$ cat config.mk
export PLATFORM = sky130hd
export DESIGN_NAME = rx_bit_sampler
export DESIGN_NICKNAME = d
export VERILOG_FILES = /design/src/rtl/rx_bit_sampler_pkg.sv /design/src/rtl/rx_bit_sampler_sync2.sv /design/src/rtl/rx_bit_sampler.sv
export SDC_FILE = /design/constraint.sdc
export NUM_CORES = 1
export LEC_CHECK = 0
export CAP_MARGIN = 10
export CORE_MARGIN = 3
export CORE_UTILIZATION = 61
export DETAILED_ROUTE_END_ITERATION = 12
export GPL_TIMING_DRIVEN = 0
export PLACE_DENSITY = 0.83
export SETUP_SLACK_MARGIN = 0.1
export SLEW_MARGIN = 30
export SYNTH_ARGS = -nofsm -noshare
export SYNTH_HDL_FRONTEND = slang
export SYNTH_SLANG_ARGS = --single-unit
$ cat constraint.sdc
create_clock -name clk -period 8 [get_ports clk]
set_clock_uncertainty 0.2 [all_clocks]
set_input_delay 1.6 -clock clk [delete_from_list [all_inputs] [get_ports clk]]
set_output_delay 1.6 -clock clk [all_outputs]
set_load 0.01 [all_outputs]
$ cat src/rtl/rx_bit_sampler_pkg.sv
// rx_bit_sampler_pkg: rate divider mapping and receive FSM states shared by the serial link blocks
package rx_bit_sampler_pkg;
  localparam logic [7:0] DIV_MAX = 8'd64;
  typedef enum logic [1:0] {IDLE, HUNT, TRACK} rx_state_e;
  function automatic logic [7:0] rate_div(input logic [2:0] sel);
    return (sel <= 3'd5) ? (DIV_MAX >> sel) : DIV_MAX;
  endfunction
endpackage

$ cat src/rtl/rx_bit_sampler_sync2.sv
// rx_sync2: two-flop synchronizer with a selectable reset level
module rx_sync2 #(
  parameter logic RST_VAL = 1'b1
) (
  input  logic clk,
  input  logic rst_n,
  input  logic d,
  output logic q
);
  logic ff1;
  always_ff @(posedge clk) begin
    if (!rst_n) {ff1, q} <= {2{RST_VAL}};
    else        {ff1, q} <= {d, ff1};
  end
endmodule

$ cat src/rtl/rx_bit_sampler.sv
// rx_bit_sampler: recovers bit phase from line edges and emits mid-bit samples with lock status
module rx_bit_sampler
  import rx_bit_sampler_pkg::*;
#(
  parameter int   CLK_HZ     = 130_000_000,
  parameter int   LOCK_EDGES = 4,
  parameter logic RX_IDLE    = 1'b1
) (
  input  logic       clk,
  input  logic       rst_n,
  input  logic [2:0] rate_sel,
  input  logic       enable,
  input  logic       rx_in,
  output logic       bit_tick,
  output logic       bit_data,
  output logic       locked,
  output logic       phase_err
);
  localparam logic [3:0] LE = 4'(LOCK_EDGES);
  if (LOCK_EDGES < 1 || LOCK_EDGES > 15 || CLK_HZ <= 0) begin : g_bad_param
    $error("rx_bit_sampler: parameter out of range");
  end
  rx_state_e  state, state_n;
  logic [7:0] cnt, cnt_n, div;
  logic [3:0] good, good_n;
  logic       rx_s, rx_d, rx_edge, on_time;
  logic       locked_n, tick_n, data_n, perr_n;
  rx_sync2 #(.RST_VAL(RX_IDLE)) u_sync (.clk(clk), .rst_n(rst_n), .d(rx_in), .q(rx_s));
  always_ff @(posedge clk) begin
    if (!rst_n) rx_d <= RX_IDLE;
    else        rx_d <= rx_s;
  end
  assign div     = rate_div(rate_sel);
  assign rx_edge = rx_s ^ rx_d;
  // edge counts as on-time within one cycle of the expected phase 0
  assign on_time = (div == 8'd2) || (cnt == div - 8'd1) || (cnt <= 8'd1);
  always_comb begin
    state_n  = state;
    cnt_n    = 8'd0;
    good_n   = good;
    locked_n = locked;
    tick_n   = 1'b0;
    data_n   = bit_data;
    perr_n   = 1'b0;
    if (!enable) begin
      state_n  = IDLE;
      good_n   = 4'd0;
      locked_n = 1'b0;
    end else if (state == IDLE) begin
      state_n = HUNT;
    end else if (state == HUNT) begin
      if (rx_edge) begin
        state_n  = TRACK;
        cnt_n    = 8'd1;
        good_n   = 4'd1;
        locked_n = (LE == 4'd1);
      end
    end else if (rx_edge) begin
      cnt_n    = 8'd1;
      good_n   = on_time ? ((good >= LE) ? LE : good + 4'd1) : 4'd1;
      locked_n = on_time && (locked || good_n == LE);
      perr_n   = !on_time;
    end else begin
      // wrap also covers a counter stranded above a newly smaller divider
      cnt_n  = (cnt >= div - 8'd1) ? 8'd0 : cnt + 8'd1;
      tick_n = (cnt == (div >> 1));
      data_n = tick_n ? rx_s : bit_data;
    end
  end
  always_ff @(posedge clk) begin
    if (!rst_n) begin
      state     <= IDLE;
      cnt       <= 8'd0;
      good      <= 4'd0;
      locked    <= 1'b0;
      bit_tick  <= 1'b0;
      bit_data  <= 1'b0;
      phase_err <= 1'b0;
    end else begin
      state     <= state_n;
      cnt       <= cnt_n;
      good      <= good_n;
      locked    <= locked_n;
      bit_tick  <= tick_n;
      bit_data  <= data_n;
      phase_err <= perr_n;
    end
  end
endmodule

== Word level (Yosys, flattened, before mapping) ==
Index checks and enable logic that the tools add are counted.

* Output and inout bits: 4
* Word-level logic and storage cells: 62
* Register bits: 21
* Input port bits: 7

* Mux-type cells: 16
* $add $sub $neg: 3
* Equal/unequal tests: 5
* $lt $le $gt $ge: 4
* Bitwise gates (word level): 6
* Shift-type cells: 1
* Reductions and logical operators: 16

{| class="wikitable"
|+ Operators by type and width
! operator !! number
|-
| 8-bit two-way mux || 4
|-
| 4-bit two-way mux || 5
|-
| 5-bit OR reduction || 2
|-
| 8-bit by 1-bit adder with 8-bit output, second input constant || 1
|-
| 8-bit by 2-bit == test with 1-bit output, second input constant || 1
|-
| 8-bit by 7-bit == test with 1-bit output || 1
|-
| 8-bit == test || 1
|-
| 8-bit greater-or-equal comparator || 1
|-
| 8-bit by 1-bit <= comparator with 1-bit output, second input constant || 1
|-
| 2-bit AND reduction || 4
|-
| 7-bit by 3-bit right shift with 8-bit output, first input constant || 1
|-
| 8-bit by 1-bit subtractor with 8-bit output, second input constant || 1
|-
| 1-bit two-way mux || 7
|-
| 1-bit NOT || 5
|-
| 5-bit AND reduction || 1
|-
| 4-bit by 1-bit adder with 4-bit output, second input constant || 1
|-
| 4-bit by 3-bit == test with 1-bit output, second input constant || 1
|-
| 4-bit by 3-bit greater-or-equal comparator with 1-bit output, second input constant || 1
|-
| 2-bit nonzero test || 2
|-
| 3-bit <= comparator, second input constant || 1
|-
| 1-bit logical OR || 3
|-
| 3-bit OR reduction || 1
|-
| 2-bit by 1-bit == test with 1-bit output, second input constant || 1
|-
| 2-bit zero test || 1
|-
| 3 further kinds || 3
|}

== Logic depth before layout (Yosys ltp) ==
Gate-level depths: netlist (run 1).

* Word-level depth: 12
* Gate-level depth with buffers: 14
* Mapped depth without buffers: 13

== Hierarchy ==
From an unflattened synthesis (run 1), not the netlist that was laid out.

* Cell total of the unflattened synthesis: 155
* Area total of the unflattened synthesis: 1308.8 sq um

{| class="wikitable"
|+ Modules (own cells, without submodules)
! module !! sequential area each (sq um) !! cells each !! area an instance (sq um) !! instances
|-
| rx_bit_sampler || 380.4 || 151 || 1256.2 || 1
|-
| rx_sync2 || 40.0 || 4 || 52.6 || 1
|}

== Worst setup path before layout (run 1) ==
OpenSTA, ideal clock, no wires.

* Kind: in2reg
* Start: input rate_sel[1]
* End: register cnt[2]
* Setup time: 0.078 ns
* Buffers on the path: 1
* Path slack: 3.901 ns
* Data required time: 7.722 ns
* Arrival: 3.821 ns
* Stages on the path: 12
* Cell sequence: ha_1 clkbuf_1 nor2b_1 and3_1 inv_1 ha_1 o31ai_1 ha_1 a21o_1 a211oi_1 o31ai_2 nor3_1

* Longest elaborated chain between the ends: 7
* Elaborated cells on any way between the ends: 8
* Those cells by class: 1 x add/sub; 2 x order compare; 1 x shift; 4 x mux

{| class="wikitable"
|+ Ends and longest elaborated chain
! item !! RTL line !! source
|-
| start, declared || rx_bit_sampler.sv:11 || <nowiki>input logic [2:0] rate_sel,</nowiki>
|-
| 3-bit <= comparator or 7-bit by 3-bit right shift with 8-bit output (tied branches) || rx_bit_sampler_pkg.sv:6 || <nowiki>return (sel <= 3'd5) ? (DIV_MAX >> sel) : DIV_MAX;</nowiki>
|-
| 8-bit two-way mux (*) || rx_bit_sampler_pkg.sv:6 ||
|-
| 8-bit by 1-bit subtractor with 8-bit output (*) || rx_bit_sampler.sv:65 || <nowiki>cnt_n = (cnt >= div - 8'd1) ? 8'd0 : cnt + 8'd1;</nowiki>
|-
| 8-bit greater-or-equal comparator (*) || rx_bit_sampler.sv:65 ||
|-
| 8-bit two-way mux (*) || rx_bit_sampler.sv:65 ||
|-
| 8-bit two-way mux (*) || rx_bit_sampler.sv:58 || <nowiki>end else if (rx_edge) begin</nowiki>
|-
| 8-bit two-way mux (*) || rx_bit_sampler.sv:51 || <nowiki>end else if (state == HUNT) begin</nowiki>
|-
| end signal, assigned || rx_bit_sampler.sv:81 || <nowiki>cnt <= cnt_n;</nowiki>
|-
| end, declared || rx_bit_sampler.sv:24 || <nowiki>logic [7:0] cnt, cnt_n, div;</nowiki>
|}

Every way passes the cells marked *; elsewhere a longest branch is shown, timed or not.
A chain may end at the register's enable or synchronous reset.

== Worst setup path in the final report (run 1) ==
* Start: input rate_sel[2]
* End: register good[2]

* Longest elaborated chain between the ends: 9
* Elaborated cells on any way between the ends: 11
* Those cells by class: 1 x add/sub; 1 x order compare; 2 x eq/ne; 1 x shift; 4 x mux; 2 x reduce/logical

{| class="wikitable"
|+ Ends and longest elaborated chain
! item !! RTL line !! source
|-
| 3-bit <= comparator or 7-bit by 3-bit right shift with 8-bit output (tied branches) || rx_bit_sampler_pkg.sv:6 ||
|-
| 8-bit two-way mux (*) || rx_bit_sampler_pkg.sv:6 ||
|-
| 8-bit by 1-bit subtractor with 8-bit output || rx_bit_sampler.sv:36 || <nowiki>assign on_time = (div == 8'd2) || (cnt == div - 8'd1) || (cnt <= 8'd1);</nowiki>
|-
| 8-bit == test || rx_bit_sampler.sv:36 ||
|-
| 1-bit logical OR (*) (2 in series) || rx_bit_sampler.sv:36 ||
|-
| 4-bit two-way mux (*) || rx_bit_sampler.sv:60 || <nowiki>good_n = on_time ? ((good >= LE) ? LE : good + 4'd1) : 4'd1;</nowiki>
|-
| 4-bit two-way mux (*) || rx_bit_sampler.sv:58 ||
|-
| 4-bit two-way mux (*) || rx_bit_sampler.sv:51 ||
|-
| end signal, assigned || rx_bit_sampler.sv:82 || <nowiki>good <= good_n;</nowiki>
|-
| end, declared || rx_bit_sampler.sv:25 || <nowiki>logic [3:0] good, good_n;</nowiki>
|}

Every way passes the cells marked *; elsewhere a longest branch is shown, timed or not. The select of a mux whose other input is x is not followed.

==> results of run 1 <==
cell usage after synthesis, drive strengths merged (3+ instances only):
cell	n	area [µm²]
dfxtp	21	420
xnor2	3	26.3
nand2b	5	31.3
o21ai	4	20.0
ha	17	213
inv	9	33.8
nor2b	3	18.8
nor2	9	33.8
nand2	7	26.3
nand3	7	35.0
xor2	8	77.6
a21o	3	22.5
nand4	3	18.8
nor3	11	60.1
o31ai	4	35.0
and3	4	25.0
a21oi	4	20.0
registers in the layout (all words and copies together) (netlist names):
name / flops
good: 4
state: 2
u_sync.ff1: 1
cnt: 8
rx_d: 1
u_sync.q: 1
bit_tick: 1
locked: 1
bit_data: 1
phase_err: 1
layer usage:
metal  part of all wire (%)  wire length [µm]  up-vias
li1                       -                 -      583
met1                     48              1320      521
met2                     47              1300       15
met3                    3.1                86        4
met4                    1.3                37        0
met5                      0                 0        -
stage by stage:
step	area, µm²	utilization [%]	worst slack, ns
final	1490	73.8	3.04
after global routing	1490	73.8	2.71
after CTS	1490	73.8	3.08
after detailed placement	1460	72.4	2.75
after global placement	1460	72.4	2.90
after floorplan	1340	-	3.90
final cells by class:
cell class	instances	area [µm²]
inverters	9	33.8
flip-flops and latches	21	420
clock inverters	1	5.00
plain buffers	3	13.8
well taps	27	33.8
fillers	158	531
repair buffers	9	90.1
clock buffers	3	22.5
multi-input cells	119	872
how the worst max path moves through the flow:
stage / start / to
after floorplan: rate_sel[1] / cnt[2]
after global placement: rate_sel[2] / good[2]
after detailed placement: rate_sel[2] / good[2]
after CTS: rate_sel[2] / good[2]
after global routing: rate_sel[2] / good[2]
final: rate_sel[2] / good[2]
placed cells by master (no fill, tap or decap), drive strengths merged, types with 5 or more instances in the layout:
cell           synthesis  routed
nand2                  7       7
xor2                   8       8
clkdlybuf4s50          0       9
inv                    9       9
ha                    17      17
nor2                   9       9
dfxtp                 21      21
nor3                  11      11
nand3                  7       7
nand2b                 5       5
power groups by stage:
stage               clock, mW  sequential (mW)  combinational [mW]
floorplan                   0            0.109              0.0163
global placement            0            0.109              0.0226
detailed placement          0            0.109              0.0239
CTS                    0.0512            0.107              0.0240
global route           0.0557            0.107              0.0274
finish                 0.0511            0.107              0.0240
cells by family after synthesis:
kind of cell	count (synthesis)
AND/OR/NAND/NOR	61
AO/OA/AOI/OAI	29
flip-flops	21
adder cells (fa/ha/maj)	17
buffers and inverters	12
XOR/XNOR	11
other	1
==> impl_metrics.json, run 1 <==
{
  "outcome": "finished, final reports clean",
  "place.gp.congestion": 0.800,
  "hp-start": "u_sync.ff1",
  "nets": 190,
  "synth_area_um2": 1340,
  "cts_buffers": 3,
  "antenna_found_initial": 0,
  "max_cap_viol_count": 0,
  "cts_max_path_buffers": 2,
  "dp_hpwl_mm": 2.10,
  "fp.dieW_um": 52.9,
  "synthXorXnorAreaFrac_pct": 7.75,
  "dr.pass1.iters": 4,
  "cp_max_fo": 12,
  "whs_ns": 0.238,
  "insertion_delay_ns": 0.31,
  "async_flop_share_pct": 0,
  "p_clk_share_pct": 28.1,
  "vias": 1123,
  "crit_arrival_ns": 5.01,
  "dieArea_um2": 2800,
  "tns_ns": 0,
  "grt_max_degree": 13,
  "crit_chain": "clkdlybuf4s50_1 -> ha_1 -> clkbuf_1 -> nor2b_1 -> and3_1 -> inv_1 -> ha_1 -> o31ai_1 -> ha_1 -> nand4_1 -> or2_1 -> a31oi_1 -> o31ai_1 -> a21oi_1",
  "ys_warn_count": 0,
  "synth_edf_count": 0,
  "grt_pass1_wl_mm": 4.63,
  "period_minus_slack_ns": 4.96,
  "grt_util_met1_pct": 28.9,
  "path_clk_slew_ns": 0.12,
  "cpMostUsedCell": "ha_1",
  "finalCritPeriodShare_pct": 62.0,
  "grt_pass1_vias": 1083,
  "overflow": 0,
  "core-area_um2": 2020,
  "num_io_pins": 11,
  "root_buffer": "clkbuf_4",
  "syn_inst": 152,
  "ys_seq_area_share_pct": 31.4,
  "drc": 0,
  "synthMuxAreaShare_pct": 0,
  "synth-compound-area-share_pct": 15.5,
  "power_frac_seq_pct": 58.7,
  "dp_cells": 188,
  "max_slew_margin_pct": 56.1,
  "rr_worst_depth": 7,
  "tightestPinTransition_ns": 0.655,
  "drt_iter0_markers": 11,
  "io_buffers": 9,
  "syn_nets": 176,
  "leakagePower_nw": 0.624,
  "wl_per_cell_um": 14.3,
  "crit_cells": 14,
  "ant_nets": 0,
  "power_mw": 0.182,
  "crit_slowest_cell": "clkdlybuf4s50_1",
  "path_delay_family": "simple AND/OR/NAND/NOR gates",
  "hp-class": "flip-flop to flip-flop",
  "ys_types": 43,
  "area_growth_pct": 11.3,
  "fmax_mhz": 202,
  "cp_num_buf_inv": 3,
  "die_height_um": 52.9,
  "p_sw_mw": 0.0471,
  "n_antenna_cell": 0,
  "finalMaxSlewViolations": 0,
  "p_int_mw": 0.135,
  "holdPathStages": 1,
  "worstSetupEndpointType": "flip-flop",
  "top_usage_layer": "met2",
  "avgSynthCellArea_um2": 8.82,
  "yosys.area_share.adder_pct": 15.9,
  "synth_top_family_by_area": "simple AND/OR/NAND/NOR gates",
  "r2r_slack_ns": 5.60,
  "reg2reg_to": "cnt[0]",
  "via_per_inst": 5.85,
  "ctsHoldBuffers": 0,
  "r2r_start": "cnt[0]",
  "ys_seq_elements": 21,
  "synth_flop_cell": "dfxtp_1",
  "cts.sinks": 21,
  "ir_worst_vdd_uv": 147,
  "drive_above_1_share_pct": 5.45,
  "cts_tree": "built",
  "hold_end": "u_sync.q",
  "startpoint_type": "input pin",
  "rows": 16,
  "hold_violations": 0,
  "grt_util_all_layers_pct": 22.1,
  "post_cts_buffers": 0,
  "worstPathRequired_ns": 8.04,
  "fin_cells": 192,
  "synth_simple_gate_area_share_pct": 25.7,
  "cts.htree.levels": 1,
  "globalRouteMet2Util_pct": 36.8,
  "swShare_pct": 25.9,
  "gr-usage-met3_pct": 5.07,
  "power_density_nw_per_um2": 122,
  "initial_utilization_pct": 66.3,
  "max_stage_delay_ns": 0.62,
  "setup_viol": 0,
  "cts_resized": 0,
  "p_comb_share_pct": 13.2,
  "critPathKind": "input pin to flip-flop",
  "wl_mm": 2.75,
  "rsz0062_at_grt": "false"
}
No activity file was read; power rests on OpenSTA's default activity.
==> inputs of run 2 (changes only) <==
--- a/config.mk
+++ b/config.mk
@@ -7,10 +7,10 @@
 export LEC_CHECK = 0
 export CAP_MARGIN = 10
 export CORE_MARGIN = 3
-export CORE_UTILIZATION = 61
+export CORE_UTILIZATION = 57
 export DETAILED_ROUTE_END_ITERATION = 12
 export GPL_TIMING_DRIVEN = 0
-export PLACE_DENSITY = 0.83
+export PLACE_DENSITY = 0.78
 export SETUP_SLACK_MARGIN = 0.1
 export SLEW_MARGIN = 30
 export SYNTH_ARGS = -nofsm -noshare
==> constraint.sdc (replaced) <==
create_clock -name clk -period 4.6 [get_ports clk]
set_clock_uncertainty 0.2 [all_clocks]
set_input_delay 0.92 -clock clk [delete_from_list [all_inputs] [get_ports clk]]
set_output_delay 0.92 -clock clk [all_outputs]
set_load 0.01 [all_outputs]
==> impl_metrics.json, run 2 (synthesis results as in run 1) <==
{
  "n_antenna_cell": 0,
  "hold_violations": 0,
  "insertion_delay_ns": 0.31,
  "nets": 190,
  "power_density_nw_per_um2": 212,
  "cts_tree": "built",
  "max_stage_delay_ns": 0.62,
  "p_clk_share_pct": 28.3,
  "core-area_um2": 2080,
  "ff_latch_area_um2": 420,
  "path_clk_slew_ns": 0.13,
  "whs_ns": 0.222,
  "cpMostUsedCell": "ha_1",
  "largest_reg_flops": 8,
  "overflow": 0,
  "wl_mm": 2.69,
  "ant_nets": 0,
  "root_buffer": "clkbuf_4",
  "ir_worst_vdd_uv": 226,
  "io_buffers": 9,
  "drt_iter0_markers": 25,
  "finalMaxSlewViolations": 0,
  "tightestPinTransition_ns": 0.648,
  "outcome": "finished, final reports clean",
  "max_cap_viol_count": 0,
  "regMostFlops": "cnt",
  "hp-start": "u_sync.ff1",
  "setup_viol": 0,
  "r2r_slack_ns": 2.20,
  "power_mw": 0.318,
  "r2r_start": "cnt[0]",
  "max_slew_margin_pct": 56.5,
  "p_comb_share_pct": 13.3,
  "finalCritPeriodShare_pct": 93.5,
  "drc": 0,
  "cts.htree.levels": 1,
  "cts_buffers": 3,
  "cts_max_path_buffers": 2,
  "dieArea_um2": 2970,
  "final_common_cell": "dfxtp_1",
  "place.gp.congestion": 0.765,
  "grt_max_degree": 13,
  "maxUsedRoutingLayer": "met3",
  "fillCellCount": 163,
  "post_cts_buffers": 0,
  "initial_utilization_pct": 64.4,
  "rows": 16,
  "fmax_mhz": 232,
  "grt_util_all_layers_pct": 20.8,
  "cts.sinks": 21,
  "antenna_found_initial": 0,
  "swShare_pct": 26.4,
  "crit_start": "rate_sel[2]",
  "multiInputGateArea_um2": 878,
  "area_growth_pct": 11.8,
  "vias": 1155,
  "startpoint_type": "input pin",
  "dp_hpwl_mm": 2.05,
  "final_cell_mix": "dfxtp_1 (21), ha_1 (17), nor3_1 (10)",
  "leakagePower_nw": 0.625,
  "wl_per_cell_um": 14.0,
  "crit_slowest_cell": "o31ai_2",
  "p_sw_mw": 0.0839,
  "rsz0062_at_grt": "true",
  "placed_cell_area_um2": 1460,
  "dr.pass1.iters": 4,
  "fp.dieW_um": 54.5,
  "dr_wl_met2_mm": 1.26,
  "hp-class": "flip-flop to flip-flop",
  "crit_chain": "clkdlybuf4s50_1 -> ha_1 -> clkbuf_1 -> nor2b_1 -> and3_1 -> inv_1 -> ha_1 -> o31ai_1 -> ha_1 -> nand4_1 -> o31ai_2 -> o22ai_1",
  "fin_area_um2": 1500,
  "drive_above_1_share_pct": 6.06,
  "worstPathRequired_ns": 4.57,
  "grt_pass1_wl_mm": 4.55,
  "tns_ns": 0,
  "cp_max_fo": 12,
  "critPathKind": "input pin to flip-flop",
  "fin_cells": 192,
  "reg_top3": "cnt (8), good (4), state (2)",
  "p_int_mw": 0.234,
  "dp_cells": 188,
  "period_minus_slack_ns": 4.30,
  "crit_arrival_ns": 4.28,
  "power_frac_seq_pct": 58.4,
  "num_io_pins": 11,
  "die_height_um": 54.5,
  "worstSetupEndpointType": "flip-flop",
  "wl_met3_um": 95,
  "m1WireLength_mm": 1.33,
  "grt_pass1_vias": 1073,
  "via_per_inst": 6.02
}
==> run 2: cell type report <==
type,count,share of cell area (%)
buffer,3,0.919
clock buffer,3,1.50
clock inverter,1,0.334
inverter,9,2.26
multi-input combinational,119,58.6
sequential,21,28.1
tap,27,2.26
timing repair buffer,9,6.02
==> run 2: layer usage <==
metal	vias up	global-route usage (%)
met1	543	27.0
met3	0	4.90
li1	589	-
met4	0	3.73
met5	-	0
met2	23	35.3
==> run 2: final timing paths <==
| check | end | cells after the start |
|---|---|---|
| max | cnt[0] | 12 |
| min | u_sync.q | 1 |
| max reg2reg | cnt[0] | 7 |
| min reg2reg | u_sync.q | 1 |
==> run 2: timing repair <==
action,4_1_cts,5_1_grt
endpoints found under the setup margin,0,4
endpoints found under the hold margin,0,0
hold buffers,0,0
gates resized for setup,0,1
==> run 2: per-stage QoR <==
| step | util, % | setup slack [ns] |
|---|---|---|
| floorplan | - | 1.18 |
| global placement | 70.3 | 0.210 |
| detailed placement | 70.3 | -0.00396 |
| CTS | 71.6 | 0.313 |
| global route | 71.9 | 0.0943 |
| finish | 71.9 | 0.298 |
==> run 2: power groups by stage <==
stage          Clock, mW  Sequential [mW]  Combinational (mW)
2_1_floorplan          0            0.189              0.0284
3_3_place_gp           0            0.190              0.0395
3_5_place_dp           0            0.190              0.0418
4_1_cts           0.0898            0.186              0.0420
5_1_grt           0.0992            0.186              0.0481
6_report          0.0902            0.186              0.0423
==> run 2: critical path: cells and delay by family <==
family | cells | cell delay [ns]
adder cells (fa/ha/maj) | 3 | 0.71
AO/OA/AOI/OAI | 3 | 1.18
buffers and inverters | 3 | 0.86
AND/OR/NAND/NOR | 3 | 0.60
